<file path="config.mk">
export PLATFORM = sky130hd
export DESIGN_NAME = ghazi_prog_loader
export DESIGN_NICKNAME = d
export VERILOG_FILES = /design/src/rtl/ghazi_prog_loader.sv
export SDC_FILE = /design/constraint.sdc
export NUM_CORES = 1
export LEC_CHECK = 0
export ABC_AREA = 1
export BUFFER_PORTS_ARGS = -buffer_cell sky130_fd_sc_hd__buf_2
export CAP_MARGIN = 20
export CORE_MARGIN = 1
export CORE_UTILIZATION = 31
export DETAILED_ROUTE_END_ITERATION = 10
export PLACE_DENSITY = 0.53
export SYNTH_ARGS = -nofsm -noshare
export SYNTH_HDL_FRONTEND = slang
export SYNTH_SLANG_ARGS = --single-unit
</file>
<file path="constraint.sdc">
create_clock -name wb_clk_i -period 1.9 [get_ports wb_clk_i]
set_input_delay 0 -clock wb_clk_i [delete_from_list [all_inputs] [get_ports wb_clk_i]]
set_output_delay 0 -clock wb_clk_i [all_outputs]
set_load 0.01 [all_outputs]
</file>
<file path="src/rtl/ghazi_prog_loader.sv">
// Framed UART program loader: checksummed WRITE frames into N_CH memories,
// plus RUN/HALT frames that control the core's active-low reset.
module ghazi_prog_loader #(
    parameter int ADDR_W      = 14,
    parameter int DATA_W      = 32,
    parameter int N_CH        = 2,
    parameter int TIMEOUT_CYC = 100000
) (
    input  logic              wb_clk_i,
    input  logic              wb_rst_i,
    input  logic              rx_dv_i,
    input  logic [7:0]        rx_byte_i,
    output logic [N_CH-1:0]   we_o,
    output logic [ADDR_W-1:0] addr_o,
    output logic [DATA_W-1:0] wdata_o,
    output logic              core_rst_no,
    output logic              busy_o,
    output logic              err_o,
    output logic [1:0]        err_code_o
);

    localparam int AB   = (ADDR_W + 7) / 8;
    localparam int DB   = DATA_W / 8;
    localparam int MAXB = (AB > DB) ? AB : DB;
    localparam int BC_W = (MAXB > 1) ? $clog2(MAXB) : 1;
    localparam int TC_W = $clog2(TIMEOUT_CYC + 1);

    typedef enum logic [2:0] {
        IDLE,
        ADDR,
        CNT,
        DATA,
        CSUM
    } state_t;

    state_t state, state_d;

    logic [7:0]        sum;
    logic [1:0]        op_q;
    logic [5:0]        ch_q;
    logic [BC_W-1:0]   byte_cnt;
    logic [8:0]        word_cnt;
    logic [ADDR_W-1:0] addr_ptr;
    logic [DATA_W-1:0] data_acc;
    logic [DATA_W-1:0] word_next;
    logic [TC_W-1:0]   tmo_cnt;

    logic       tmo_hit;
    logic       set_err;
    logic [1:0] err_val;
    logic       wr_fire;
    logic       run_ok;
    logic       halt_ok;
    logic       last_addr;
    logic       last_byte;
    logic       csum_ok;
    logic       cmd_bad;

    assign busy_o    = (state != IDLE);
    assign last_addr = (byte_cnt == BC_W'(AB - 1));
    assign last_byte = (byte_cnt == BC_W'(DB - 1));
    assign csum_ok   = (rx_byte_i == sum);
    assign tmo_hit   = busy_o && !rx_dv_i
                     && (tmo_cnt == TC_W'(TIMEOUT_CYC - 1));
    assign cmd_bad   = ({1'b0, rx_byte_i[5:0]} >= 7'(N_CH))
                     || core_rst_no;

    always_comb begin
        word_next = data_acc;
        for (int k = 0; k < DB; k++) begin
            if (byte_cnt == BC_W'(k)) begin
                word_next[8*k +: 8] = rx_byte_i;
            end
        end
    end

    always_ff @(posedge wb_clk_i) begin
        if (wb_rst_i) begin
            state <= IDLE;
        end else begin
            state <= state_d;
        end
    end

    always_comb begin
        state_d = state;
        set_err = 1'b0;
        err_val = 2'd0;
        wr_fire = 1'b0;
        run_ok  = 1'b0;
        halt_ok = 1'b0;
        if (tmo_hit) begin
            state_d = IDLE;
            set_err = 1'b1;
            err_val = 2'd3;
        end else if (rx_dv_i) begin
            unique case (state)
                IDLE: begin
                    unique case (rx_byte_i[7:6])
                        2'b00: begin
                            if (cmd_bad) begin
                                set_err = 1'b1;
                                err_val = 2'd1;
                            end else begin
                                state_d = ADDR;
                            end
                        end
                        2'b10: begin
                            set_err = 1'b1;
                            err_val = 2'd1;
                        end
                        default: state_d = CSUM;
                    endcase
                end
                ADDR: if (last_addr) state_d = CNT;
                CNT:  state_d = DATA;
                DATA: begin
                    if (last_byte) begin
                        wr_fire = 1'b1;
                        if (word_cnt == 9'd1) state_d = CSUM;
                    end
                end
                CSUM: begin
                    state_d = IDLE;
                    if (csum_ok) begin
                        run_ok  = (op_q == 2'b01) && !err_o;
                        halt_ok = (op_q == 2'b11);
                    end else begin
                        set_err = 1'b1;
                        err_val = 2'd2;
                    end
                end
                default: state_d = IDLE;
            endcase
        end
    end

    always_ff @(posedge wb_clk_i) begin
        if (wb_rst_i) begin
            sum         <= '0;
            op_q        <= '0;
            ch_q        <= '0;
            byte_cnt    <= '0;
            word_cnt    <= '0;
            addr_ptr    <= '0;
            data_acc    <= '0;
            tmo_cnt     <= '0;
            we_o        <= '0;
            addr_o      <= '0;
            wdata_o     <= '0;
            core_rst_no <= 1'b0;
            err_o       <= 1'b0;
            err_code_o  <= 2'd0;
        end else begin
            we_o <= '0;
            if (!busy_o || rx_dv_i) begin
                tmo_cnt <= '0;
            end else begin
                tmo_cnt <= tmo_cnt + 1'b1;
            end
            if (rx_dv_i) begin
                unique case (state)
                    IDLE: begin
                        sum      <= rx_byte_i;
                        op_q     <= rx_byte_i[7:6];
                        ch_q     <= rx_byte_i[5:0];
                        byte_cnt <= '0;
                    end
                    ADDR: begin
                        sum <= sum + rx_byte_i;
                        // High bits beyond ADDR_W in the last byte are dropped
                        for (int i = 0; i < ADDR_W; i++) begin
                            if (byte_cnt == BC_W'(i / 8)) begin
                                addr_ptr[i] <= rx_byte_i[i % 8];
                            end
                        end
                        byte_cnt <= last_addr ? '0 : byte_cnt + 1'b1;
                    end
                    CNT: begin
                        sum      <= sum + rx_byte_i;
                        word_cnt <= {(rx_byte_i == 8'd0), rx_byte_i};
                        byte_cnt <= '0;
                    end
                    DATA: begin
                        sum      <= sum + rx_byte_i;
                        data_acc <= word_next;
                        byte_cnt <= last_byte ? '0 : byte_cnt + 1'b1;
                    end
                    default: ;
                endcase
            end
            if (wr_fire) begin
                we_o     <= N_CH'(1) << ch_q;
                addr_o   <= addr_ptr;
                wdata_o  <= word_next;
                addr_ptr <= addr_ptr + 1'b1;
                word_cnt <= word_cnt - 1'b1;
            end
            if (run_ok) core_rst_no <= 1'b1;
            if (halt_ok) begin
                core_rst_no <= 1'b0;
                err_o       <= 1'b0;
                err_code_o  <= 2'd0;
            end
            if (set_err) begin
                err_o <= 1'b1;
                if (!err_o) err_code_o <= err_val;
            end
        end
    end

endmodule

</file>
==> flow_metrics.py, run 1 <==
metrics = {
    "drt": {
        "drtIter0Drc": 336,
        "drt_wl_total_um": 18100,
        "wl_per_cell_um": 13.9,
        "drt_pass1_iterations": 7,
        "viasPerCell": 4.77,
        "vias": 6193,
        "post-route-drc-count": 0,
        "ant_nets": 0,
    },
    "power": {
        "switchingPower_mw": 2.30,
        "switching_share": 0.282,
        "p_comb_frac": 0.160,
        "p_per_area_mw_per_mm2": 1010,
        "internal-power_mw": 5.88,
        "peakVddDrop_v": 0.000566,
        "power_mw": 8.18,
        "p_leak_nw": 3.30,
        "power.share.clock": 0.437,
        "p_seq_frac": 0.402,
    },
    "cts": {
        "numCtsBuffers": 17,
        "cts_tree": "done",
        "clock_latency_ns": 0.42,
        "cts_max_path_buffers": 2,
        "ctsRootBufferMaster": "clkbuf_16",
        "clk_pin_slew_ns": 0.06,
        "ctsHtreeMaxLevel": 4,
        "cts_sinks": 145,
    },
    "cells_and_area": {
        "syn_to_final_growth_pct": 18.7,
        "drive_gt1_frac": 0.165,
        "design_area_mm2": 0.00812,
        "final_common_cell": "nand2_1",
        "antenna_cells": 0,
        "fin_nets": 1036,
        "fin_cells": 1297,
        "final_cell_mix": "nand2_1 (176), dfxtp_1 (145), o21ai_0 (105)",
        "fill_cells": 2234,
    },
    "yosys": {
        "yosys-top-cells-area": "dfxtp_1 (42%), nand2_1 (9.7%), o21ai_0 (7.8%), nand3_1 (5.7%), a21oi_1 (5.4%)",
        "synth-seq-cells": 145,
        "yosys.area.top_type_share": 0.424,
        "syn_inst": 945,
        "yosys.cell_types.count": 41,
        "yosys_warnings": 0,
        "post-synth-top-area-cell": "dfxtp_1",
        "synth_fp_nets": 972,
        "yosysSeqAreaShare": 0.424,
        "netlist_area_mm2": 0.00684,
        "syn_avg_cell_area_um2": 7.24,
    },
    "min_path": {
        "whs_endpoint": "addr_ptr[12]",
        "hp-class": "primary input to register",
        "min_from": "wb_rst_i",
        "min_path_cells": 4,
    },
    "global_route": {
        "track_usage": 0.167,
        "grt_max_degree": 65,
        "antenna_found_initial": 0,
        "grt_pass1_wl_um": 29100,
        "gr-total-overflow": 0,
        "first_global_vias": 5589,
    },
    "worst_setup_path": {
        "max_stage_delay_ns": 0.52,
        "rrSetupSlack_ns": 0.15,
        "crit_cells": 11,
        "end_kind": "register",
        "path_common_cell": "nor2_1",
        "worstPathCellList": "dlygate4sd3_1 -> buf_2 -> ha_1 -> inv_1 -> nand2_1 -> nor2_1 -> nand3_1 -> nor3_1 -> nor2_1 -> nor2_1 -> nor2_1",
        "crit_family": "simple AND/OR/NAND/NOR gates",
        "timing.rr.end": "err_o",
        "arrival_ns": 2.06,
        "crit_fanout": 5,
        "critPathKind": "primary input to register",
        "start_kind": "primary input",
        "critPathBufInv": 3,
        "reg2reg_from": "sum[5]",
        "slowest_stage": "dlygate4sd3_1",
        "r2r_cells": 9,
        "cp.required_ns": 2.21,
    },
    "timing": {
        "slew_violations": 0,
        "setup_viol": 0,
        "hold_violations": 0,
        "fmax_ghz": 0.573,
        "rsz0062_at_grt": "no",
        "finalCritPeriodShare": 0.919,
        "fin_setup_tns_ns": 0,
        "fin_skew_ns": 0.00740,
        "relSlewSlack": 0.605,
        "worstMarginPinSlew_ns": 0.592,
        "post-route-min-period_ns": 1.75,
    },
    "placement": {
        "dp_hpwl_um": 12800,
        "dpl-instance-area_mm2": 0.00747,
        "dp_cells": 1263,
        "portBuffers": 63,
        "gp_congestion": 0.819,
    },
    "floorplan": {
        "pin_count": 64,
        "dieHeight_um": 151,
        "rows": 53,
        "start_util": 0.320,
        "die_area_mm2": 0.0227,
        "die_w_um": 151,
        "core_mm2": 0.0214,
    },
    "outcome": {
        "status": "finished, final reports clean",
    },
    "job": {
        "drv_cap": 0,
    },
}
-- per-stage QoR --
step	hold WS [ns]	utilization	worst slack, ns
floorplan	0.180	-	0.296
global placement	0.414	0.350	0.143
detailed placement	0.412	0.350	0.126
CTS	0.0172	0.380	0.101
global route	0.0317	0.380	0.0237
finish	0.0239	0.380	0.154
-- routing by layer --
| layer | vias to the layer above | part of all wire | GRT usage |
|---|---|---|---|
| met3 | 17 | 0.041 | 0.0379 |
| li1 | 3261 | - | - |
| met4 | 0 | 0.012 | 0.0530 |
| met1 | 2815 | 0.51 | 0.229 |
| met5 | - | 0 | 0 |
| met2 | 100 | 0.44 | 0.256 |
-- worst min-delay path, delay by kind of cell --
kind / cells / cell delay, ns
buffers and inverters: 1 / 0.21
AND/OR/NAND/NOR: 3 / 0.19
-- final cells by class --
cell class	instances	area [um2]	share of cell area
multi-input combinational	663	3370	0.415
inverter	91	344	0.0424
clock inverter	13	184	0.0227
sequential	145	2900	0.358
timing repair buffer	91	531	0.0654
tap	275	344	0.0424
clock buffer	19	443	0.0546
-- sequential cells by signal (all words and copies together) (netlist names), 2 cells and up --
| register | count |
|---|---|
| addr_o | 14 |
| addr_ptr | 14 |
| byte_cnt | 2 |
| ch_q | 6 |
| data_acc | 32 |
| err_code_o | 2 |
| op_q | 2 |
| state | 3 |
| sum | 8 |
| tmo_cnt | 17 |
| wdata_o | 32 |
| we_o | 2 |
| word_cnt | 9 |
-- logic make-up (layout without fill, tap and decap cells) --
| logic type | count (synthesis) | count (layout) | synth area share |
|---|---|---|---|
| AND/OR/NAND/NOR | 411 | 411 | 0.271 |
| AO/OA/AOI/OAI | 220 | 220 | 0.170 |
| flip-flops | 145 | 145 | 0.424 |
| buffers and inverters | 137 | 214 | 0.0832 |
| adder cells (fa/ha/maj) | 16 | 16 | 0.0304 |
| XOR/XNOR | 16 | 16 | 0.0205 |
-- synth_stat cells, drive strengths merged --
cell type / number
xor2: 12
o21bai: 2
nand2: 178
nor4: 3
dfxtp: 145
o211ai: 4
nor3: 18
a311oi: 1
buf: 28
a21oi: 75
clkbuf: 18
ha: 15
o31ai: 1
or2: 36
o211a: 2
o21ai: 118
fa: 1
inv: 91
nor2: 81
nand3: 80
nor3b: 1
o21a: 1
nand3b: 2
o22ai: 7
a211oi: 5
nand4: 12
a31oi: 4
xnor2: 4
-- power by group through the flow --
| stage | Clock [mW] | Combinational, mW | Sequential, mW |
|---|---|---|---|
| after floorplan | 0 | 0.943 | 3.34 |
| after global placement | 0 | 1.31 | 3.36 |
| after detailed placement | 0 | 1.31 | 3.36 |
| after CTS | 3.66 | 1.32 | 3.29 |
| after global routing | 3.80 | 1.49 | 3.31 |
| final | 3.58 | 1.31 | 3.29 |
-- what timing repair did --
item | CTS | global route
endpoints found under the hold margin | 3 | 0
setup buffers | 0 | 0
setup endpoints to repair | 0 | 1
gates resized for setup | 0 | 1
hold buffers | 2 | 0
-- worst max-delay path by stage --
stage | startpoint | end | slack (ns)
after floorplan | sum[0] | sum[6] | 0.30
after global placement | sum[0] | sum[6] | 0.14
after detailed placement | sum[0] | sum[6] | 0.13
after CTS | sum[0] | sum[6] | 0.10
after global routing | byte_cnt[0] | addr_o[6] | 0.02
final | rx_byte_i[3] | err_o | 0.15
Note: power is estimated with default switching activity, not from simulation.
==> run 2, diff against run 1 <==
--- a/config.mk
+++ b/config.mk
@@ -5,13 +5,15 @@
 export SDC_FILE = /design/constraint.sdc
 export NUM_CORES = 1
 export LEC_CHECK = 0
-export ABC_AREA = 1
+export ABC_AREA = 0
 export BUFFER_PORTS_ARGS = -buffer_cell sky130_fd_sc_hd__buf_2
 export CAP_MARGIN = 20
+export CELL_PAD_IN_SITES_DETAIL_PLACEMENT = 0
+export CELL_PAD_IN_SITES_GLOBAL_PLACEMENT = 1
 export CORE_MARGIN = 1
 export CORE_UTILIZATION = 31
 export DETAILED_ROUTE_END_ITERATION = 10
-export PLACE_DENSITY = 0.53
+export PLACE_DENSITY = 0.65
 export SYNTH_ARGS = -nofsm -noshare
 export SYNTH_HDL_FRONTEND = slang
 export SYNTH_SLANG_ARGS = --single-unit
==> run 2 against run 1 <==
Against the previous run: final area down 2.4%; core utilization increased by 1.1 points; flip-flop and latch count fell by 8; global-route usage barely moved.
==> flow_metrics.py, run 2 <==
metrics = {
    "worst_setup_path": {
        "reg2reg_from": "sum[1]",
        "critPathBufInv": 0,
        "end_kind": "register",
        "cp-startpoint": "sum[1]",
        "start_kind": "register",
        "cp.required_ns": 2.21,
        "crit_fanout": 3,
        "arrival_ns": 2.09,
        "max_stage_delay_ns": 0.34,
        "timing.rr.end": "sum[5]",
        "worstPathCellList": "ha_1 -> a211oi_2 -> o21bai_1 -> a21o_1 -> mux2i_1 -> a311o_1",
        "r2r_cells": 6,
        "critPathKind": "register to register",
        "crit_family": "compound AO/OA/AOI/OAI gates",
        "rrSetupSlack_ns": 0.12,
        "slowest_stage": "ha_1",
    },
    "timing": {
        "finalCritPeriodShare": 0.937,
        "whs_ns": 0.0376,
        "setup_slack_ns": 0.120,
        "fin_skew_ns": 0.00992,
        "hold_violations": 0,
        "fin_setup_tns_ns": 0,
        "rsz0062_at_grt": "no",
        "slew_violations": 0,
        "worstMarginPinSlew_ns": 0.514,
        "post-route-min-period_ns": 1.78,
        "setup_viol": 0,
        "fmax_ghz": 0.562,
        "relSlewSlack": 0.658,
    },
    "yosys": {
        "syn_inst": 794,
        "yosys.area.top_type_share": 0.428,
        "synthSimpleGateAreaFrac": 0.244,
        "yosysSeqAreaShare": 0.428,
        "synth_compound_area_frac": 0.173,
        "yosys.cell_types.count": 55,
        "syn_avg_cell_area_um2": 8.07,
        "post-synth-top-area-cell": "dfxtp_1",
        "async_flop_share": 0,
        "synth_edf_count": 0,
        "synth-xor-area-share": 0.0232,
        "netlist_area_mm2": 0.00641,
        "yosys-top-cells-area": "dfxtp_1 (43%), nand2_1 (7.4%), a21oi_1 (5.9%), nor2_1 (5.0%), mux2i_1 (4.5%)",
        "yosys_most_used_dff": "dfxtp_1",
        "synth_common_cells": "dfxtp_1 (137), nand2_1 (126), nor2_1 (85), a21oi_1 (75), clkbuf_1 (42)",
        "synth_fa_ha_area_frac": 0.0324,
        "synth_most_common_cell": "dfxtp_1",
        "yosys_warnings": 0,
        "synth-seq-cells": 137,
        "synth_top_family_by_area": "simple AND/OR/NAND/NOR gates",
        "synth_fp_nets": 821,
        "muxShareOfSynthArea": 0.0523,
    },
    "drt": {
        "viasPerCell": 4.98,
        "wl_per_cell_um": 14.9,
        "drtIter0Drc": 287,
        "post-route-drc-count": 0,
        "drt_wl_total_um": 17200,
        "drt_pass1_iterations": 5,
        "ant_nets": 0,
        "vias": 5747,
    },
    "floorplan": {
        "core_mm2": 0.0202,
        "pin_count": 64,
        "rows": 52,
        "start_util": 0.317,
        "die_w_um": 146,
        "die_area_mm2": 0.0213,
        "dieHeight_um": 146,
    },
    "cells_and_area": {
        "fin_nets": 899,
        "drive_gt1_frac": 0.184,
        "design_area_mm2": 0.00792,
        "syn_to_final_growth_pct": 23.6,
        "largest_reg_flops": 32,
        "antenna_cells": 0,
        "fin_cells": 1154,
        "final_cell_mix": "dfxtp_1 (137), nand2_1 (126), nor2_1 (85)",
        "top_regs": "wdata_o: 32 flops, data_acc: 24 flops, tmo_cnt: 17 flops",
        "final_common_cell": "dfxtp_1",
        "top_register": "wdata_o",
    },
    "cts": {
        "cts_sinks": 137,
        "cts_max_path_buffers": 2,
        "clock_latency_ns": 0.42,
        "ctsHtreeMaxLevel": 4,
        "ctsRootBufferMaster": "clkbuf_16",
        "cts_tree": "done",
        "numCtsBuffers": 17,
        "clk_pin_slew_ns": 0.07,
    },
    "global_route": {
        "grt_pass1_wl_um": 28500,
        "track_usage": 0.167,
        "grt_max_degree": 101,
        "antenna_found_initial": 0,
        "gr-total-overflow": 0,
        "first_global_vias": 5513,
    },
    "placement": {
        "place_ws_ns": 0.0661,
        "dp_hpwl_um": 11400,
        "dp_cells": 1122,
        "gp_congestion": 0.792,
        "portBuffers": 63,
        "dpl-instance-area_mm2": 0.00724,
    },
    "min_path": {
        "min_path_cells": 3,
        "whs_endpoint": "sum[2]",
        "min_from": "rx_byte_i[2]",
        "hp-class": "primary input to register",
    },
    "power": {
        "peakVddDrop_v": 0.000600,
        "switching_share": 0.225,
        "p_per_area_mw_per_mm2": 902,
        "internal-power_mw": 5.53,
        "p_comb_frac": 0.068,
        "p_leak_nw": 2.96,
        "switchingPower_mw": 1.61,
        "power.share.clock": 0.520,
        "p_seq_frac": 0.412,
    },
    "outcome": {
        "status": "finished, final reports clean",
    },
    "job": {
        "drv_cap": 0,
    },
}
-- run 2: cell types whose count changed after synthesis, moves of 8 or more --
cell / change
o21ai_0: -83
inv_1: -71
nand2_1: -50
nand3_1: -37
or2_2: -30
mux2i_1: +29
a211oi_1: +28
clkbuf_1: +24
o21ai_1: -12
or3_1: +12
and3_1: +8
dfxtp_1: -8
nor2b_1: +8
-- run 2: worst max-delay path by stage --
stage,endpoint,slack [ns],depth (start not counted)
floorplan,addr_ptr[13],0.03,6
CTS,addr_ptr[13],0.04,5
global route,addr_ptr[10],0.009,6
finish,sum[5],0.12,6
global placement,sum[5],0.08,6
detailed placement,sum[5],0.07,6
-- run 2: final cells by class --
class / count / area [um2]
Clock buffer: 21 / 470
Clock inverter: 10 / 190
Fill cell: 2149 / 12300
Inverter: 16 / 60.1
Multi-Input combinational cell: 582 / 3370
Sequential cell: 137 / 2740
Tap cell: 270 / 338
Timing Repair Buffer: 118 / 746
-- run 2: per-stage QoR --
step                power (mW)   util
floorplan                 3.30      -
global placement          3.50  0.358
detailed placement        3.49  0.358
CTS                       7.23  0.391
global route              7.40  0.391
finish                    7.14  0.391
-- run 2: kinds of logic (layout without fill, tap and decap cells) --
| group | count (synthesis) | in the layout |
|---|---|---|
| AO/OA/AOI/OAI | 179 | 179 |
| XOR/XNOR | 17 | 17 |
| adder cells (fa/ha/maj) | 16 | 16 |
| buffers and inverters | 75 | 165 |
| flip-flops | 137 | 137 |
| multiplexers | 33 | 33 |
| AND/OR/NAND/NOR | 337 | 337 |
-- run 2: layer usage --
layer	vias to the layer above	wire (um)	track usage
met5	-	0	0
met4	0	175	0.0500
met3	11	580	0.0348
met2	83	8160	0.274
met1	2683	8310	0.219
li1	2970	-	-
-- run 2: repair_timing --
item                                    CTS  global route
hold buffers                              1             0
hold endpoints to repair                 11             0
buffers inserted                          0             0
resized for setup                         0             3
endpoints found under the setup margin    0            19
-- run 2: worst min-delay path: stages --
cell and delay, ns:
buf_2 0.15, o221ai_1 0.19, a21oi_1 0.06
-- run 2: power by group through the flow --
stage	sequential, mW	clock, mW	combinational (mW)
floorplan	3.00	0	0.302
global placement	3.00	0	0.493
detailed placement	3.01	0	0.489
CTS	2.94	3.79	0.492
global route	2.95	3.91	0.542
finish	2.94	3.71	0.488
==> run 3, diff against run 2 <==
==> constraint.sdc (replaced) <==
create_clock -name wb_clk_i -period 2 [get_ports wb_clk_i]
set_input_delay 0 -clock wb_clk_i [delete_from_list [all_inputs] [get_ports wb_clk_i]]
set_output_delay 0 -clock wb_clk_i [all_outputs]
set_load 0.005 [all_outputs]
==> run 3 against run 2 <==
Against the previous run: global-route usage grew 0.13 points; core utilization shrank 0.43 points; sequential power shrank 5%; hold slack lost 0.011 ns; total power shrank 8.1%; non-clock buffer count shrank 6.
==> flow_metrics.py, run 3 (synthesis gave the netlist of run 2 again) <==
metrics = {
    "cells_and_area": {
        "fin_nets": 893,
        "fin_cells": 1149,
        "final_cell_mix": "dfxtp_1 (137), nand2_1 (126), nor2_1 (85)",
        "final_common_cell": "dfxtp_1",
        "drive_gt1_frac": 0.176,
        "seq_area_mm2": 0.00274,
        "fill_cells": 2152,
        "largest_reg_flops": 32,
        "syn_to_final_growth_pct": 22.2,
        "top_register": "wdata_o",
        "antenna_cells": 0,
        "multiInputGateArea_mm2": 0.00336,
        "finish.utilization": 0.387,
        "top_regs": "wdata_o: 32 flops, data_acc: 24 flops, tmo_cnt: 17 flops",
    },
    "power": {
        "power.share.clock": 0.506,
        "switching_share": 0.234,
        "peakVddDrop_v": 0.000628,
        "switchingPower_mw": 1.53,
        "internal-power_mw": 5.03,
        "power_mw": 6.57,
        "p_comb_frac": 0.069,
        "p_leak_nw": 2.92,
        "p_seq_frac": 0.425,
        "p_per_area_mw_per_mm2": 839,
    },
    "job": {
        "drv_cap": 0,
    },
    "placement": {
        "dp_cells": 1115,
        "dp_hpwl_um": 11600,
        "gp_congestion": 0.788,
        "portBuffers": 63,
    },
    "timing": {
        "rsz0062_at_grt": "no",
        "slew_violations": 0,
        "relSlewSlack": 0.649,
        "hold_violations": 0,
        "fmax_ghz": 0.545,
        "fin_skew_ns": 0.0120,
        "finalCritPeriodShare": 0.917,
        "setup_viol": 0,
        "worstMarginPinSlew_ns": 0.527,
        "post-route-min-period_ns": 1.83,
        "fin_setup_tns_ns": 0,
    },
    "cts": {
        "cts_tree": "done",
        "ctsRootBufferMaster": "clkbuf_16",
        "cts_resized": 0,
        "cts_setup_buffers": 0,
        "cts_sinks": 137,
        "cts_max_path_buffers": 2,
        "clock_latency_ns": 0.43,
        "numCtsBuffers": 17,
        "ctsHtreeMaxLevel": 4,
        "cts_hold_buf": 2,
        "clk_pin_slew_ns": 0.07,
    },
    "drt": {
        "drt_pass1_iterations": 5,
        "viasPerCell": 4.97,
        "wl_per_cell_um": 15.2,
        "post-route-drc-count": 0,
        "drt_wl_total_um": 17400,
        "vias": 5714,
        "drtIter0Drc": 278,
        "ant_nets": 0,
    },
    "global_route": {
        "first_global_vias": 5409,
        "track_usage": 0.168,
        "grt_max_degree": 107,
        "gr-total-overflow": 0,
        "antenna_found_initial": 0,
        "grt_pass1_wl_um": 28400,
    },
    "worst_setup_path": {
        "crit_fanout": 3,
        "critPathKind": "register to register",
        "start_kind": "register",
        "arrival_ns": 2.16,
        "cp.required_ns": 2.32,
        "end_kind": "register",
    },
    "floorplan": {
        "pin_count": 64,
        "rows": 52,
        "dieHeight_um": 146,
        "die_w_um": 146,
        "core_mm2": 0.0202,
        "die_area_mm2": 0.0213,
        "start_util": 0.317,
    },
    "min_path": {
        "hp-class": "primary input to register",
    },
    "outcome": {
        "status": "finished, final reports clean",
    },
}
## run 3: metrics by stage
| step | hold WS, ns | setup WS [ns] | area [um2] |
|---|---|---|---|
| after floorplan | 0.212 | 0.135 | 6410 |
| after global placement | 0.291 | 0.175 | 7190 |
| after detailed placement | 0.300 | 0.175 | 7190 |
| after CTS | 0.0154 | 0.167 | 7830 |
| after global routing | 0.0351 | 0.0156 | 7830 |
| final | 0.0271 | 0.166 | 7830 |
## run 3: worst max-delay path, stage by stage, from the launching register on
cell and delay, ns:
dfxtp_1 0.33, ha_1 0.32, a211oi_1 0.27, o21bai_1 0.14
a21o_1 0.23, mux2i_1 0.13, a311o_1 0.31
## run 3: layout make-up
type | count | share of cell area
multi-input combinational | 582 | 0.430
sequential | 137 | 0.350
timing repair buffer | 112 | 0.0898
clock buffer | 22 | 0.0618
tap | 270 | 0.0431
clock inverter | 10 | 0.0179
inverter | 16 | 0.00767
## run 3: worst paths after layout
kind,start,to,slack (ns),depth (start not counted)
worst max-delay path,sum[1],sum[5],0.17,6
worst min-delay path,rx_byte_i[2],sum[2],0.03,3
worst max register to register,sum[1],sum[5],0.17,6
worst min register to register,tmo_cnt[0],tmo_cnt[0],0.44,1
## run 3: power by group through the flow
stage	clock, mW	combinational [mW]	sequential, mW
2_1_floorplan	0	0.286	2.85
3_3_place_gp	0	0.458	2.85
3_5_place_dp	0	0.456	2.85
4_1_cts	3.40	0.460	2.79
5_1_grt	3.50	0.504	2.80
6_report	3.32	0.454	2.79
## run 3: metal layers
layer  routed length [um]  vias to the layer above  global-route usage  part of all wire
met2                 8130                       93               0.275              0.47
met4                  242                        0              0.0674             0.014
met3                  785                       13              0.0367             0.045
li1                     -                     2945                   -                 -
met5                    0                        -                   0                 0
met1                 8280                     2663               0.215              0.47
